File: src/rtl/mlp_pkg.sv
// rtl/mlp_pkg.sv - shared element type, loader state encoding and counter sizing helper
//
// Purpose : common definitions for the dense-layer parameter loader slice.
// Contents: elem_t         default weight/bias element (8 bits)
//           load_state_e   loader FSM states
//           ctr_width(n)   index counter width, at least one bit
package mlp_pkg;

  typedef logic [7:0] elem_t;

  typedef enum logic [2:0] {
    IDLE   = 3'd0,
    LOAD_W = 3'd1,
    LOAD_B = 3'd2,
    CHECK  = 3'd3,
    DONE   = 3'd4
  } load_state_e;

  // Width needed to index 0..n-1, never narrower than one bit so that a
  // dimension of 1 still yields a legal (constant-zero) counter.
  function automatic int ctr_width(input int n);
    int w;
    w = $clog2(n);
    return (w < 1) ? 1 : w;
  endfunction

endpackage

File: src/rtl/dense_param_loader_if.sv
// rtl/dense_param_loader_if.sv - valid/ready word stream into the parameter loader
//
// Purpose : bundles the parameter word stream handshake.
// Signals : s_data   stream word (type T)
//           s_valid  producer has a word
//           s_ready  loader accepts the word this cycle
// Modports: master (producer), slave (loader)
interface dense_param_loader_if
  import mlp_pkg::*;
#(
  parameter type T = elem_t
) ();

  T     s_data;
  logic s_valid;
  logic s_ready;

  modport master (
    output s_data,
    output s_valid,
    input  s_ready
  );

  modport slave (
    input  s_data,
    input  s_valid,
    output s_ready
  );

endinterface

File: src/rtl/dense_param_idx_ctr.sv
// rtl/dense_param_idx_ctr.sv - wrap-around row/column index counter with terminal count
//
// Purpose : walks (row, col) in row-major order over ROWS x COLS, wrapping to
//           (0, 0) after the last position. A 1-D sequence uses ROWS = 1.
// Ports   : clk, rst  clock and synchronous active-high reset
//           clr       synchronous clear back to (0, 0)
//           en        advance one position
//           row, col  current position
//           last      current position is (ROWS-1, COLS-1)
module dense_param_idx_ctr
  import mlp_pkg::*;
#(
  parameter int ROWS = 1,
  parameter int COLS = 1,
  localparam int RW  = ctr_width(ROWS),
  localparam int CW  = ctr_width(COLS)
) (
  input  logic          clk,
  input  logic          rst,
  input  logic          clr,
  input  logic          en,
  output logic [RW-1:0] row,
  output logic [CW-1:0] col,
  output logic          last
);

  logic row_last;
  logic col_last;

  assign col_last = (col == CW'(COLS - 1));
  assign row_last = (row == RW'(ROWS - 1));
  assign last     = row_last && col_last;

  always_ff @(posedge clk) begin
    if (rst || clr) begin
      row <= '0;
      col <= '0;
    end else if (en) begin
      if (col_last) begin
        col <= '0;
        row <= row_last ? '0 : row + 1'b1;
      end else begin
        col <= col + 1'b1;
      end
    end
  end

endmodule

File: src/rtl/dense_param_loader.sv
// rtl/dense_param_loader.sv - streams dense-layer weights then biases into parallel flops
//
// Purpose : accepts weights in row-major [i][j] order followed by biases over a
//           valid/ready stream, holds them in flops and flags a complete set.
// Ports   : clk, rst      clock and synchronous active-high reset
//           load_start    pulse: restart loading, invalidates current set
//           s             stream slave (s_data, s_valid, s_ready)
//           weights       registered weights [D1][D2]
//           biases        registered biases [D2]
//           params_valid  complete set loaded and not invalidated
//           load_err      sticky checksum error (tied 0 unless checksum build)
// Build   : DENSE_PARAM_CHECKSUM_EN adds a trailing checksum word (modular sum
//           of all parameter words) that must match before params_valid rises.
module dense_param_loader
  import mlp_pkg::*;
#(
  parameter type T  = elem_t,
  parameter int  D1 = 4,
  parameter int  D2 = 4
) (
  input  logic                  clk,
  input  logic                  rst,
  input  logic                  load_start,
  dense_param_loader_if.slave   s,
  output T                      weights [D1][D2],
  output T                      biases  [D2],
  output logic                  params_valid,
  output logic                  load_err
);

  localparam int WRW = ctr_width(D1);
  localparam int WCW = ctr_width(D2);
  localparam int BCW = ctr_width(D2);

  load_state_e    state;
  logic           ready_q;
  logic           beat;

  logic [WRW-1:0] w_row;
  logic [WCW-1:0] w_col;
  logic           w_last;
  logic           b_row_unused;
  logic [BCW-1:0] b_col;
  logic           b_last;

  // A restart cycle never consumes a word, even if the loader was ready.
  assign s.s_ready = ready_q && !load_start;
  assign beat      = s.s_valid && ready_q && !load_start;

  dense_param_idx_ctr #(
    .ROWS (D1),
    .COLS (D2)
  ) u_w_ctr (
    .clk  (clk),
    .rst  (rst),
    .clr  (load_start),
    .en   (beat && (state == LOAD_W)),
    .row  (w_row),
    .col  (w_col),
    .last (w_last)
  );

  dense_param_idx_ctr #(
    .ROWS (1),
    .COLS (D2)
  ) u_b_ctr (
    .clk  (clk),
    .rst  (rst),
    .clr  (load_start),
    .en   (beat && (state == LOAD_B)),
    .row  (b_row_unused),
    .col  (b_col),
    .last (b_last)
  );

`ifdef DENSE_PARAM_CHECKSUM_EN
  T sum;
`else
  assign load_err = 1'b0;
`endif

  always_ff @(posedge clk) begin
    if (rst) begin
      state        <= IDLE;
      ready_q      <= 1'b0;
      params_valid <= 1'b0;
      for (int i = 0; i < D1; i++) begin
        for (int j = 0; j < D2; j++) begin
          weights[i][j] <= '0;
        end
      end
      for (int j = 0; j < D2; j++) begin
        biases[j] <= '0;
      end
`ifdef DENSE_PARAM_CHECKSUM_EN
      sum      <= '0;
      load_err <= 1'b0;
`endif
    end else if (load_start) begin
      // Stale array contents are left in place; only params_valid guards them.
      state        <= LOAD_W;
      ready_q      <= 1'b1;
      params_valid <= 1'b0;
`ifdef DENSE_PARAM_CHECKSUM_EN
      sum      <= '0;
      load_err <= 1'b0;
`endif
    end else begin
      case (state)
        IDLE, DONE: begin
          ready_q <= 1'b0;
        end
        LOAD_W: begin
          if (beat) begin
            weights[w_row][w_col] <= s.s_data;
`ifdef DENSE_PARAM_CHECKSUM_EN
            sum <= sum + s.s_data;
`endif
            if (w_last) begin
              state <= LOAD_B;
            end
          end
        end
        LOAD_B: begin
          if (beat) begin
            biases[b_col] <= s.s_data;
`ifdef DENSE_PARAM_CHECKSUM_EN
            sum <= sum + s.s_data;
            if (b_last) begin
              state <= CHECK;
            end
`else
            if (b_last) begin
              state        <= DONE;
              ready_q      <= 1'b0;
              params_valid <= 1'b1;
            end
`endif
          end
        end
`ifdef DENSE_PARAM_CHECKSUM_EN
        CHECK: begin
          if (beat) begin
            ready_q <= 1'b0;
            if (s.s_data == sum) begin
              state        <= DONE;
              params_valid <= 1'b1;
            end else begin
              state    <= IDLE;
              load_err <= 1'b1;
            end
          end
        end
`endif
        default: begin
          state   <= IDLE;
          ready_q <= 1'b0;
        end
      endcase
    end
  end

endmodule

File: src/flat_wrapper.sv
// flat-port wrapper written by rule: the top's interface ports become plain ports
module dense_param_loader_flat import mlp_pkg::*;
#(
  parameter type T  = elem_t,
  parameter int  D1 = 4,
  parameter int  D2 = 4
)
  (clk, rst, load_start, weights, biases, params_valid, load_err, s_s_data, s_s_valid, s_s_ready);
  dense_param_loader_if #(.T(T)) s_i ();
  input  logic clk;
  input  logic rst;
  input  logic load_start;
  output T weights[D1][D2];
  output T biases[D2];
  output logic params_valid;
  output logic load_err;
  input wire logic [$bits(s_i.s_data)-1:0] s_s_data;
  input wire logic [$bits(s_i.s_valid)-1:0] s_s_valid;
  output wire logic [$bits(s_i.s_ready)-1:0] s_s_ready;
  assign s_i.s_data = s_s_data;
  assign s_i.s_valid = s_s_valid;
  assign s_s_ready = s_i.s_ready;
  dense_param_loader #(.T(T), .D1(D1), .D2(D2)) u_core (.clk(clk), .rst(rst), .load_start(load_start), .s(s_i), .weights(weights), .biases(biases), .params_valid(params_valid), .load_err(load_err));
endmodule
File: config.mk
export PLATFORM = sky130hd
export DESIGN_NAME = dense_param_loader_flat
export DESIGN_NICKNAME = d
export VERILOG_FILES = /design/src/rtl/mlp_pkg.sv /design/src/rtl/dense_param_loader_if.sv /design/src/rtl/dense_param_idx_ctr.sv /design/src/rtl/dense_param_loader.sv /design/src/flat_wrapper.sv
export SDC_FILE = /design/constraint.sdc
export NUM_CORES = 1
export LEC_CHECK = 0
export BUFFER_PORTS_ARGS = -buffer_cell sky130_fd_sc_hd__buf_2
export CORE_MARGIN = 2
export CORE_UTILIZATION = 53
export CTS_CLUSTER_DIAMETER = 200
export DETAILED_ROUTE_END_ITERATION = 8
export GPL_TIMING_DRIVEN = 0
export PLACE_DENSITY = 0.77
export SLEW_MARGIN = 25
export SYNTH_ARGS = -nofsm -noshare
export SYNTH_HDL_FRONTEND = slang
export SYNTH_SLANG_ARGS = --single-unit
File: constraint.sdc
create_clock -name clk -period 1.9 [get_ports clk]
set_clock_uncertainty 0.1 [all_clocks]
set_input_delay 0.19 -clock clk [delete_from_list [all_inputs] [get_ports clk]]
set_output_delay 0.19 -clock clk [all_outputs]
set_load 0.02 [all_outputs]
; ---- After elaboration in Yosys (flattened, before gate mapping)
; Cells that the tools add are included.
[word_totals]
reg_bits = 172
out_inout_bits = 163
wordCells = 105
[op_classes]
addsub = 4
bitwise_logic = 6
reduce_logical = 23
eq_ne = 16
n_lt_le_gt_ge = 6
mux = 22
[ops]
columns = cell, count
row1 = 128-bit bitwise mux, 1
row2 = 32-bit demux with 2-bit select, 1
row3 = 32-bit bitwise mux, 1
row4 = 8-bit demux with 2-bit select, 2
row5 = 32-bit two-way mux, 1
row6 = 8-bit two-way mux, 2
row7 = 3-bit two-way mux, 4
row8 = 3-bit AND reduction, 4
row9 = 1-bit logical AND, 10
row10 = 5-bit AND reduction, 2
row11 = "3-bit greater-or-equal comparator, second input constant", 3
row12 = "3-bit by 1-bit < comparator with 1-bit output, second input constant", 3
row13 = "3-bit by 2-bit != test with 1-bit output, second input constant", 3
row14 = 2-bit inverter with 3-bit output, 3
row15 = 3-bit case mux with 3 select lines, 1
row16 = "2-bit by 1-bit adder with 2-bit output, second input constant", 3
row17 = "2-bit equality test, second input constant", 3
row18 = 2-bit two-way mux, 3
row19 = "2-bit by 1-bit != test with 1-bit output, second input constant", 3
row20 = "2-bit != test, second input constant", 3
row21 = 1-bit two-way mux, 5
row22 = 2-bit AND reduction, 2
row23 = 2-bit OR reduction, 2
row24 = "3-bit by 1-bit equality test with 1-bit output, second input constant", 1
row25 = other kinds (9), 11

; ---- Longest topological paths before layout
; Gate-level depths: netlist of run 1.
[logic_depth]
word_depth = 8
ltp_mapped = 6
depth_no_buf = 5

; ---- By module
; A second synthesis of run 1 with hierarchy kept.
[hier_totals]
hier_cells = 615
hier_area_um2 = 6590.1
[by_module_without_submodules]
columns = module, seq_area_each_um2, area_each_um2, cells_per_inst, n_inst
row1 = dense_param_loader, 3303.2, 6282.3, 586, 1
row2 = dense_param_idx_ctr at u_core.u_w_ctr, 80.1, 201.4, 19, 1
row3 = dense_param_idx_ctr at u_core.u_b_ctr, 40.0, 106.4, 10, 1

; ---- Least setup slack after synthesis of run 1
; No wires, ideal clock.
[synth_timing]
kind = register to register
startpoint = reg u_core.u_w_ctr.col[0]
endpoint = reg u_core.weights[28] (netlist name)
path_buffers = 1
path_stages_with_launch = 7
path_slack_ns = 0.197
arrival_time_ns = 1.471
cell_sequence = dfxtp_1 -> inv_1 -> ha_1 -> nand2_1 -> or3_1 -> clkbuf_1 -> mux2i_1
[synth_via]
elab_chain_len = 8
elab_cells_between_ends = 9
classes_between = order compare (2) / mux (5) / bitwise (1) / reduce/logical (1)
[synth_rtl]
columns = item, line
row1 = from (decl), dense_param_idx_ctr.sv:23  ; output logic [CW-1:0] col,
row2 = from (signal assigned), dense_param_idx_ctr.sv:43  ; col <= col + 1'b1;
row3 = 2-bit inverter with 3-bit output (not written as such) (*), dense_param_loader.sv:115  ; weights[w_row][w_col] <= s.s_data;
row4 = 3-bit greater-or-equal comparator (not written as such) / 3-bit by 1-bit < comparator with 1-bit output (equally long branches), dense_param_loader.sv:115
row5 = 1-bit logical AND (not written as such), dense_param_loader.sv:115
row6 = 8-bit two-way mux (not written as such), dense_param_loader.sv:115
row7 = 8-bit demux with 2-bit select (*), dense_param_loader.sv:115
row8 = 32-bit two-way mux (not written as such) (*), dense_param_loader.sv:115
row9 = 32-bit demux with 2-bit select (*), dense_param_loader.sv:115
row10 = 128-bit bitwise mux (*), dense_param_loader.sv:115
; Every way passes the cells marked *; elsewhere a longest branch is shown, timed or not.
; A chain may end at the register's enable or synchronous reset.

; ---- Final worst setup path of run 1
[layout_timing]
startpoint = reg u_core.u_w_ctr.row[1]
endpoint = reg u_core.weights[28] (netlist name)
[layout_via]
elab_chain_len = 6
elab_cells_between_ends = 7
classes_between = order compare (2) / mux (3) / bitwise (1) / reduce/logical (1)
[layout_rtl]
columns = item, line
row1 = from (decl), dense_param_idx_ctr.sv:22  ; output logic [RW-1:0] row,
row2 = from (signal assigned), dense_param_idx_ctr.sv:41  ; row <= row_last ? '0 : row + 1'b1;
row3 = 2-bit inverter with 3-bit output (not written as such) (*), dense_param_loader.sv:115
row4 = 3-bit greater-or-equal comparator (not written as such) / 3-bit by 1-bit < comparator with 1-bit output (equally long branches), dense_param_loader.sv:115
row5 = 1-bit logical AND (not written as such), dense_param_loader.sv:115
row6 = 32-bit two-way mux (not written as such), dense_param_loader.sv:115
row7 = 32-bit demux with 2-bit select (*), dense_param_loader.sv:115
row8 = 128-bit bitwise mux (*), dense_param_loader.sv:115
; Marked as above.

==> run metrics, run 1 <==
status finished clean; CTS Hold Bufs 0; Design Area, Final 0.008765 mm2; area delta synth->final 23.28%; Synth Instances 633; initial antenna violation count 0; Setup-failing EPs final 0; Worst Path Arrival 2000 ps; Setup CP Type register to register; Util after Layout 66.45%; multi-input combinational cell area 0.003448 mm2; # H-tree levels 4; # Max-Cap Violations 0; Final Hold Fails 0; Critical Path Sink Type register; clock root buffer clkbuf_16; initial DRC count 190; cell total after placement 981; Total GRT Usage 25.44%; routability cong. 0.8262; fin nets 848; Unique masters post-synth 36; detailed placement HPWL 12.67 mm; Synth top area share 48.15%; FF/Latch Area 0.003426 mm2; slowest cell on the critical path dfxtp_1; HP Class input port to register; die width 119.8 um; Post-synth top cells nand2b_1, dfxtp_1, mux2i_1; Syn Std Cell Area 0.007109 mm2; Top Family by Delay on Critical Path simple AND/OR/NAND/NOR gates; largest family of logic cells by synthesized area multiplexers; Synth Area in XOR/XNOR 0%; Die ar. 0.01436 mm2; ys flop type dfxtp_1; worst path cell trace ha_1 > clkbuf_4 > nand2_1 > or3_1 > clkbuf_1 > mux2i_1; layout cells sized above 1 28.08%; CTS buffer count 17; Die Y-Extent 119.8 um; Seq cells post-synth 171; max-slew violations 0; Worst Tran Pin Value 793.1 ps; Cell Pwr Density 816.2 mW/mm2; first-pass GRT wire length 27.97 mm; Initial Util 53.90%; sequential-to-total area share from yosys stat 48.15%; 1st-pass router iterations 4; Vias/cell 5.133; Worst-Skew Late Latency 420 ps; startpoint class of the critical path register; DRT antenna net count 0; Fmax 546.6 MHz; Post-synth ARST share 0%; Syn. warnings 0; number of global-route vias before repair 5279; count leader, synth nand2b_1; fillcell total 1048; clock slew at reported path FFs 60 ps; drt drc 0; pin count of the biggest net entering global routing 17; top post-synthesis cells by area dfxtp_1, mux2i_1, nand2b_1, nand4_4, ha_1; Placed Area 0.008190 mm2; Max Buffers Root-to-Sink 2; Crit path buffers/inverters 2; port buffer count 172; Post-Syn Area per Cell 11.23 um2; leading area contributor after synthesis dfxtp_1; CP required 2070 ps; Leak 0.004758 uW; simple-gate portion of the synthesized area 22.07%; number of inserted diodes 0; CTS Sinks 171; final period utilization 96.28%; WL/cell 17.77 um; Synth Net Count 657; worst vdd ir 602.2 uV; crit-path max cell delay 370 ps; Adder-Cell Fraction of Synth Area 2.112%; routed vias 5200; CP max FO 7; final WL 18.00 mm; floorplan row count 42; Slew headroom 47.13%; Compound-Gate Fraction of Synth Area 1.566%; grt total ovfl 0; Core Box Area 0.01319 mm2; mux contribution to synthesized area 22.53%; Final Non-Filler Cells 1013; EDFF count, synth 0; TritonCTS clock tree done; Final Critical Period 1829 ps; Top-Level Pins 175
-- registers in the layout, indices dropped and copies added, names as in the netlist --
| register | flops |
|---|---|
| u_core.params_valid | 1 |
| u_core.ready_q | 1 |
| u_core.state | 3 |
| u_core.biases | 32 |
| u_core.u_w_ctr.row | 2 |
| u_core.u_w_ctr.col | 2 |
| u_core.u_b_ctr.col | 2 |
| u_core.weights | 128 |
-- placed cells by master (no fill, tap or decap), types with 2 or more instances in the layout --
cell | synthesis | final
o21ai_0 | 6 | 6
dfxtp_2 | 0 | 2
clkinv_2 | 0 | 3
clkinvlp_4 | 0 | 4
a211oi_1 | 2 | 2
nand4_1 | 2 | 2
ha_1 | 12 | 11
nand3_2 | 3 | 3
nand3_1 | 2 | 2
or4_1 | 3 | 3
clkbuf_16 | 0 | 17
nand4_4 | 13 | 13
mux2i_1 | 160 | 160
clkbuf_1 | 38 | 41
nor3_1 | 2 | 2
inv_1 | 8 | 8
clkbuf_8 | 0 | 2
and2b_1 | 2 | 2
nand4_2 | 2 | 2
buf_4 | 2 | 2
nand2b_1 | 172 | 172
buf_6 | 2 | 2
nand3b_1 | 2 | 2
buf_2 | 5 | 176
a21oi_1 | 9 | 9
dfxtp_1 | 171 | 169
-- timing repair --
action,in CTS,in global routing
buffers inserted,0,0
setup endpoints to repair,4,23
pin swaps,0,0
gates resized for setup,1,4
-- routing by layer --
layer | part of all wire [%] | GRT usage (%) | wire (um)
met4 | 1.6 | 8.824 | 285
met3 | 4.7 | 5.989 | 852
met2 | 50 | 44.00 | 9068
met5 | 0 | 0 | 0
met1 | 43 | 31.03 | 7796
-- path summary, 6_finish.rpt --
check	from	endpoint	slack (ps)	cells after the start
worst max-delay path	u_core.u_w_ctr.row[1]$_SDFFE_PP0P_	u_core.weights[28]$_SDFFE_PP0P_	70	6
worst min-delay path	load_start	u_core.state[0]$_SDFFE_PP0P_	9	3
worst max register to register	u_core.u_w_ctr.row[1]$_SDFFE_PP0P_	u_core.weights[28]$_SDFFE_PP0P_	70	6
worst min register to register	u_core.params_valid$_SDFFE_PP0P_	u_core.params_valid$_SDFFE_PP0P_	360	2
-- cells by family (layout without fill, tap and decap cells) --
logic type | after synthesis | after routing
adder cells (fa/ha/maj) | 12 | 12
buffers and inverters | 56 | 260
other | 1 | 1
AND/OR/NAND/NOR | 213 | 213
multiplexers | 160 | 160
flip-flops | 171 | 171
AO/OA/AOI/OAI | 20 | 20
-- per-stage QoR --
| stage | hold slack [ps] | setup TNS [ps] | total power [uW] | worst slack, ps |
|---|---|---|---|---|
| after global routing | 34.86 | -105.4 | 7347 | -29.78 |
| final | 9.016 | 0 | 7154 | 70.65 |
| after global placement | 344.8 | -1111 | 3951 | -96.75 |
| after CTS | 0.3479 | 0 | 7166 | 29.42 |
| after floorplan | 207.7 | 0 | 3862 | 196.9 |
| after detailed placement | 342.4 | -2316 | 3958 | -218.1 |
-- tightest hold or removal path: stages --
cell and delay (ps):
buf_2 150, a31oi_1 60, nor2_1 90
-- cell type report --
cell class / count / share of cell area (%)
repair buffers: 172 / 9.822
well taps: 176 / 2.512
inverters: 8 / 0.3426
clock inverters: 10 / 1.056
plain buffers: 48 / 2.541
clock buffers: 22 / 5.296
flip-flops and latches: 171 / 39.09
multi-input cells: 406 / 39.34
-- report_power, final --
group | internal [uW] | switching (uW)
clock network | 1870 | 1400
registers | 3590 | 6.57
logic | 102 | 183
total | 5560 | 1590
(Power assumes the default switching activity.)
==> inputs of run 2 (changes only) <==
- REMOVE_ABC_BUFFERS: unset -> 1
==> run 2 against run 1 <==
Clock-buffer cell count is 1 higher. Setup slack better by 37 ps. Sequential power hardly changed. Cell area is 0.89% lower. Combinational power is 7.7% lower. Global-route usage is 1.8 points lower. Flip-flop and latch count stayed put. Final cell count is 4.2% lower. First-iteration DRC count is 12% higher. Sequential share of layout area is 0.32 points higher. Utilization is 0.59 points lower.
==> run metrics, run 2 (synthesis results as in run 1) <==
status finished clean; number of global-route vias before repair 5055; drt drc 0; Vias/cell 5.201; Final Hold Fails 0; clock slew at reported path FFs 60 ps; 1st-pass router iterations 4; cell total after placement 936; first-pass GRT wire length 26.53 mm; # H-tree levels 4; CP required 2080 ps; initial DRC count 212; global-route met2 utilization 38.39%; Top Registers u_core.weights (128), u_core.biases (32), u_core.state (3); Most Crowded Layer GR met2; TritonCTS clock tree done; clock root buffer clkbuf_16; WL/cell 17.11 um; commonest cells after routing, fill and taps aside buf_2, dfxtp_1, nand2b_1; Slew headroom 57.50%; met1 GRT Util 30.28%; Tot Pwr 7330 uW; floorplan row count 42; grt total ovfl 0; Initial Util 53.90%; # Max-Cap Violations 0; final period utilization 94.32%; worst vdd ir 549.5 uV; Die ar. 0.01436 mm2; Leak 0.004731 uW; FF/Latch Area 0.003423 mm2; Setup-failing EPs final 0; Final WS setup 107.8 ps; Util after Layout 65.86%; Worst Tran Pin Value 637.4 ps; number of inserted diodes 0; Die Y-Extent 119.8 um; max reg flops 128; DRT antenna net count 0; Total GRT Usage 23.68%; routing usage on met3 7.985%; Worst-Skew Late Latency 420 ps; fin nets 806; CP max FO 7; routed vias 5045; routability cong. 0.8148; leading cell type in the layout, fill and taps excluded buf_2; Max Buffers Root-to-Sink 2; Fmax 558.0 MHz; CTS Sinks 171; detailed placement HPWL 10.64 mm; pin count of the biggest net entering global routing 91; Setup CP Type register to register; RSZ-0062 raised after global routing false; fillcell total 1071; Critical Path Sink Type register; port buffer count 173; layout cells sized above 1 29.85%; Final Critical Period 1792 ps; startpoint class of the critical path register; max-slew violations 0; CTS buffer count 17; Worst Path Arrival 1970 ps; area delta synth->final 22.19%; Cell Pwr Density 843.8 mW/mm2; HP Class input port to register; initial antenna violation count 0; Largest Register u_core.weights; die width 119.8 um; Top-Level Pins 175; Setup WS pre-CTS -553.2 ps; Core Box Area 0.01319 mm2; multi-input combinational cell area 0.003515 mm2; final WL 16.60 mm; Final Non-Filler Cells 970
run 2: cell types whose count changed in the layout (fill, tap and decap cells not counted), sizes merged:
cell / delta
and4bb: +1
and2b: +1
inv: -1
clkinvlp: -3
buf: -6
bufinv: +2
clkbuf: -38
dlygate4sd3: +1
run 2: worst paths after layout:
path / start / to / slack, ps / cells past startpoint
hold / removal: load_start / u_core.ready_q$_SDFFE_PP0P_ / 20 / 3
setup / recovery: u_core.u_w_ctr.row[0]$_SDFFE_PP0P_ / u_core.weights[30]$_SDFFE_PP0P_ / 110 / 4
hold reg to reg: u_core.params_valid$_SDFFE_PP0P_ / u_core.params_valid$_SDFFE_PP0P_ / 360 / 2
setup reg to reg: u_core.u_w_ctr.row[0]$_SDFFE_PP0P_ / u_core.weights[30]$_SDFFE_PP0P_ / 110 / 4
run 2: power by group:
part           switching [uW]  leakage [uW]  internal [uW]
logic                     169       0.00307           95.2
clock network            1350      0.000287           2120
registers                7.68       0.00138           3590
total                    1520       0.00473           5810
run 2: stage by stage:
step / setup TNS (ps) / area [um2] / hold WS, ps
after floorplan: -28270 / 6889 / 162.4
after global placement: -179230 / 7975 / 337.8
after detailed placement: -69800 / 8014 / 343.1
after CTS: 0 / 8650 / 1.167
after global routing: 0 / 8687 / 56.78
final: 0 / 8687 / 20.58
run 2: cell type report:
cell class / instances / share of cell area, %
multi-input combinational: 408 / 40.46
sequential: 171 / 39.41
timing repair buffer: 176 / 10.51
clock buffer: 23 / 5.387
tap: 176 / 2.535
clock inverter: 8 / 1.354
inverter: 8 / 0.3457
run 2: repair_timing:
action / CTS / global route
endpoints found under the setup margin: 156 / 64
pin swaps: 1 / 0
gates resized for setup: 8 / 9
buffers inserted: 0 / 0
hold buffers: 1 / 0
hold endpoints to repair: 1 / 0
cloned: 2 / 0
run 2: routing by layer:
layer  vias to the layer above  part of all wire (%)
met1                      2446                    45
met4                         0                   1.0
met3                        18                   6.5
met5                         -                     0
li1                       2424                     -
met2                       157                    47
run 2: worst max-delay path: stages, from the launching register on:
cell,delay (ps)
dfxtp_1,400
ha_2,370
nand2_1,120
or3_1,500
mux2i_1,160
